File: src/rtl/fifo_pkg.sv
// Shared constants and types for the FIFO drain path.
package fifo_pkg;

  // Default data width of the FIFO and everything downstream of it
  localparam int unsigned DEF_FIFO_WIDTH = 16;

  // Width of the accepted-beat counter
  localparam int unsigned BEAT_CNT_W = 16;

  typedef logic [DEF_FIFO_WIDTH-1:0] fifo_word_t;

endpackage

File: src/rtl/stream_skid2.sv
// Two-entry in-order skid buffer: push at the tail, pop from the head.
// slot0 is always the head; slot1 holds the second entry when occ == 2.
module stream_skid2
  import fifo_pkg::*;
#(
  parameter int unsigned WIDTH = DEF_FIFO_WIDTH
) (
  input  logic             clk,
  input  logic             rst_n,
  input  logic             push,
  input  logic [WIDTH-1:0] push_data,
  input  logic             pop,
  output logic [1:0]       occ,
  output logic [WIDTH-1:0] head_data
);

  logic [WIDTH-1:0] slot0;
  logic [WIDTH-1:0] slot1;

  // Storage and occupancy update; simultaneous push/pop keeps occ and order
  always_ff @(posedge clk or negedge rst_n) begin
    if (!rst_n) begin
      occ   <= '0;
      slot0 <= '0;
      slot1 <= '0;
    end else begin
      case ({push, pop})
        2'b10: begin
          if (occ == 2'd0) slot0 <= push_data;
          else             slot1 <= push_data;
          occ <= occ + 2'd1;
        end
        2'b01: begin
          slot0 <= slot1;
          occ   <= occ - 2'd1;
        end
        2'b11: begin
          // pop implies occ >= 1: with one entry the new word becomes the head,
          // with two the second entry advances and the new word takes its slot
          if (occ == 2'd1) begin
            slot0 <= push_data;
          end else begin
            slot0 <= slot1;
            slot1 <= push_data;
          end
        end
        default: ;
      endcase
    end
  end

  assign head_data = slot0;

endmodule

File: src/rtl/fifo_stream_reader.sv
// Drain stage for the synchronous FIFO: issues reads against the empty flag,
// absorbs the one-cycle read latency in a 2-entry skid buffer and presents
// a framed valid/ready stream with an accepted-beat counter.
module fifo_stream_reader
  import fifo_pkg::*;
#(
  parameter int unsigned FIFO_WIDTH = DEF_FIFO_WIDTH,
  parameter int unsigned PKT_LEN    = 4
) (
  input  logic                  clk,
  input  logic                  rst_n,
  input  logic                  en,
  input  logic                  fifo_empty,
  input  logic [FIFO_WIDTH-1:0] fifo_data,
  output logic                  fifo_rd_en,
  output logic                  m_valid,
  input  logic                  m_ready,
  output logic [FIFO_WIDTH-1:0] m_data,
  output logic                  m_last,
  output logic [BEAT_CNT_W-1:0] beat_cnt
);

  localparam logic [7:0] LAST_POS = 8'(PKT_LEN - 1);

  logic [1:0]            occ;
  logic                  inflight;
  logic [7:0]            pos;
  logic                  pop;
  logic [2:0]            level;
  logic [FIFO_WIDTH-1:0] head_data;

  assign m_valid = (occ != 2'd0);
  assign pop     = m_valid && m_ready;

  // Entries the buffer will hold once the in-flight word lands and this
  // cycle's pop completes; a new read is allowed only if one slot stays free.
  assign level      = {1'b0, occ} + {2'b00, inflight} - {2'b00, pop};
  assign fifo_rd_en = en && !fifo_empty && (level <= 3'd1);

  assign m_data = head_data;
  assign m_last = m_valid && (pos == LAST_POS);

  // Track the read issued last cycle whose data is on fifo_data now
  always_ff @(posedge clk or negedge rst_n) begin
    if (!rst_n) inflight <= 1'b0;
    else        inflight <= fifo_rd_en;
  end

  // Packet position and accepted-beat counter advance on every pop
  always_ff @(posedge clk or negedge rst_n) begin
    if (!rst_n) begin
      pos      <= '0;
      beat_cnt <= '0;
    end else if (pop) begin
      pos      <= (pos == LAST_POS) ? '0 : pos + 8'd1;
      beat_cnt <= beat_cnt + BEAT_CNT_W'(1);
    end
  end

  stream_skid2 #(
    .WIDTH (FIFO_WIDTH)
  ) u_skid (
    .clk       (clk),
    .rst_n     (rst_n),
    .push      (inflight),
    .push_data (fifo_data),
    .pop       (pop),
    .occ       (occ),
    .head_data (head_data)
  );

endmodule

File: config.mk
export PLATFORM = sky130hd
export DESIGN_NAME = fifo_stream_reader
export DESIGN_NICKNAME = d
export VERILOG_FILES = /design/src/rtl/fifo_pkg.sv /design/src/rtl/stream_skid2.sv /design/src/rtl/fifo_stream_reader.sv
export SDC_FILE = /design/constraint.sdc
export NUM_CORES = 1
export LEC_CHECK = 0
export ABC_AREA = 1
export CAP_MARGIN = 20
export CORE_MARGIN = 2
export CORE_UTILIZATION = 55
export CTS_CLUSTER_DIAMETER = 80
export DETAILED_ROUTE_END_ITERATION = 7
export GPL_ROUTABILITY_DRIVEN = 0
export PLACE_DENSITY = 0.84
export SYNTH_ARGS = -nofsm -noshare
export SYNTH_HDL_FRONTEND = slang
export SYNTH_SLANG_ARGS = --single-unit
File: constraint.sdc
create_clock -name clk -period 3.8 [get_ports clk]
set_input_delay 0.76 -clock clk [delete_from_list [all_inputs] [get_ports clk]]
set_output_delay 0.76 -clock clk [all_outputs]
set_load 0.005 [all_outputs]
==> results of run 1 <==
==> worst reg2reg max path, stage by stage (launching register included) <==
cell	delay, ns
dfrtp_1	0.42
inv_1	0.10
ha_1	0.21
inv_2	0.11
nand2_2	0.07
buf_4	0.19
inv_2	0.37
nand2_2	0.35
nand2_1	0.16
a31oi_1	0.09
==> cell families (layout without fill, tap and decap cells) <==
family / after synthesis / count (layout) / synth area share
muxes: 17 / 17 / 0.0682
DFF: 59 / 59 / 0.526
AOI/OAI and AO/OA: 19 / 19 / 0.0433
adders and majority gates: 6 / 6 / 0.0294
and+or+nand+nor: 144 / 144 / 0.224
xor gates and xnor gates: 18 / 18 / 0.0562
buffers and inverters: 35 / 100 / 0.0522
==> registers in the layout, indices dropped and copies added (netlist names) <==
signal	flops
u_skid.occ	2
u_skid.slot1	16
pos	8
inflight	1
u_skid.head_data	16
beat_cnt	16
==> metrics by stage <==
stage	cells	cell area (um2)	power (mW)	hold WS [ns]
after floorplan	298	2810	1.59	0.464
after global placement	414	3410	1.97	0.477
after detailed placement	414	3410	2.02	0.487
after CTS	430	3630	2.67	0.486
after global routing	430	3640	2.83	0.514
final	430	3640	2.65	0.476
==> timing repair <==
action	4_1_cts	5_1_grt
gates resized for setup	0	2
endpoints found under the setup margin	0	1
endpoints found under the hold margin	0	0
==> area by class of cell <==
cell class                 instances  area [um2]  area share
inverter                          26        97.6      0.0268
timing repair buffer              58         571       0.157
sequential                        59        1480       0.405
clock buffer                      10         138      0.0378
multi-input combinational        204        1190       0.326
tap                               67        83.8      0.0230
clock inverter                     6        88.8      0.0244
==> power by group through the flow <==
stage	combinational, mW	clock, mW	sequential [mW]
2_1_floorplan	0.561	0	1.03
3_5_place_dp	0.972	0	1.05
4_1_cts	0.976	0.651	1.04
5_1_grt	1.08	0.677	1.07
6_report	0.968	0.639	1.05
3_3_place_gp	0.935	0	1.04
==> per-layer routing <==
layer  part of all wire  GRT usage  vias up  routed length, um
met5                  0          0        -                  0
met4              0.012     0.0955        0                 75
met3              0.030     0.0582        6                186
met2               0.53      0.401       46               3290
met1               0.42      0.294     1104               2620
li1                   -          -     1096                  -
==> path summary, 6_finish.rpt <==
check / start / endpoint / cells past startpoint
min in group clk: beat_cnt[15] / beat_cnt[15] / 2
min: rst_n / u_skid.slot1[7] / 1
max in group asynchronous: rst_n / u_skid.head_data[10] / 2
min reg2reg: beat_cnt[15] / beat_cnt[15] / 2
max reg2reg: u_skid.occ[1] / u_skid.head_data[0] / 9
max: m_ready / fifo_rd_en / 9
==> cells in the final DEF, fill, tap and decap left out, drive strengths merged, types with 5 or more instances in the layout <==
master	Yosys	layout
inv	26	26
ha	5	5
xnor2	7	7
nor2	34	34
dfrtp	59	59
mux2	17	17
nand3	25	25
clkbuf	1	10
nand4	5	5
a31oi	16	16
nand2	74	74
clkdlybuf4s50	0	53
xor2	11	11
==> impl_results.md, run 1 <==
* Crit path max-delay family: buffers and inverters
* # IOs at 56
* Power Dens Cells at between 700 and 800 nW/um2
* CP arrival at 2.56 ns
* Clock buffer depth at 2
* Post-Synthesis Cells at roughly 300
* Post-synth top area share at 0.526
* DR vias/cell at approximately 5.2
* DP Wirelength at around 4200 um
* Routed WL per cell at 14.4 um
* Required time worst endpoint at approximately 3 ns
* Reg-to-reg setup timing slack at 1.62 ns
* Peak supply drop at 0.000514 V
* Postcts setup bufs at 0
* Ys Warns at 0
* Clk slew on worst S/H paths at around 0.070 ns
* Die W at about 75 um
* Synth Register Bits at between 50 and 60
* Outcome: complete, no violations
* Max capacitance violation total at 0
* Vias at 2,252
* Slew HR at 0.532
* Post-synth EDFFs at 0
* Antenna Cells at 0
* Layout cells sized above 1 at 0.127
* First-pass GRT wire length at about 10000 um
* Die height at between 70 and 80 um
* Final setup vio count at 0
* Period utilization at 0.873
* Period minus WS final at approximately 3.3 ns
* CP endpoint kind: output pin
* Grt ovf at 0
* CP max-delay cell: clkdlybuf4s50_1
* DRC viols at 0
* Filler cells at about 360
* Sequential area share after synthesis at 0.526
* Dominant cells by area after synthesis: dfrtp_1 (53%), nand2_1 (9.6%), mux2_2 (6.8%)
* Buf/Inv on CP at 3
* Clk Latency, worst-skew pair at roughly 0.33 ns
* TritonCTS clock tree: built
* CP Launch Type: input port
* WL final at about 6200 um
* Clock power share at 0.241
* Pre-CTS setup slack at between 0.03 and 0.04 ns
* Fin util at 0.756
* Post-DRT Antenna Nets at 0
* P_sw at around 0.88 mW
* Hold crit path type: input port to async pin
* Initial Util at 0.582
* LEAKAGE at 1.71 nW
* Crit-path cells: clkdlybuf4s50_1 -> nand2_2 -> xor2_1 -> ha_1 -> inv_1 -> fa_1 -> nand2_1 -> nor3_2 -> dlymetal6s2s_1
* Most frequent cell after synthesis: nand2_1
* Syn Std Cell Area at 2810 um2
* Number of global-route vias before repair at around 2.1k
* Worst-path fanout max at 3
* Critical path class: input port to output pin
* Dominant cell type by area after synthesis: dfrtp_1
* Global-route usage over all layers at 0.237
* Highest clock rate at between 300 and 400 MHz
* Port Buf Inserts at between 50 and 60
* P_int at 1.78 mW
* Synth Flop Type: dfrtp_1
* Gate power share at 0.365
* Root Driver: clkbuf_8
* RSZ-0062 raised after global routing: false
* Sw frac at 0.330
* H-tree depth at 3
* Setup TNS at 0 ns
* Synthesized Nets at between 300 and 400
* Initial drt markers at a little over 100
* Die area at 5690 um2
* Largest net degree at the start of global routing at 33
* Total iterations of the first detailed-routing run at 4
* Fin worst setup slack at between 0.4 and 0.5 ns
* FP Rows at 25
* Max-slew violations at 0
* Worst slew pin tran at about 0.7 ns
* Core Box Area at between 4000 and 5000 um2
* Area delta synth->final at 29.8%
* Nets at ~390
* Seq pwr share at 0.394
* Setup Skew at ~0.0075 ns
* Biggest cell delay along the critical path at 0.51 ns
* TritonCTS buffer count at 9
* Synth cell types at 24
* Clock sink total at 59
* Syn_area_per_cell at between 9 and 10 um2
* Hold_buf cts at 0
* Top cells by count, synth: nand2_1 (72), dfrtp_1 (59), nor2_1 (34), inv_1 (24), nand3_1 (24)
* Initial antenna violation count at 0
* Endpoints failing hold at 0
* Async set-or-reset flop fraction in the synthesized netlist at 1.00
Note: power is estimated with default switching activity, not from simulation.
==> run 2: changes to the inputs <==
Settings changed: HOLD_SLACK_MARGIN set to 0.1.
==> results of run 2 <==
No change in the layout: final DEF, timing and power equal those of run 1.
==> run 3: changes to the inputs <==
Settings changed: SKIP_LAST_GASP set to 1.
==> results of run 3 <==
No change in the layout: final DEF, timing and power equal those of run 1.
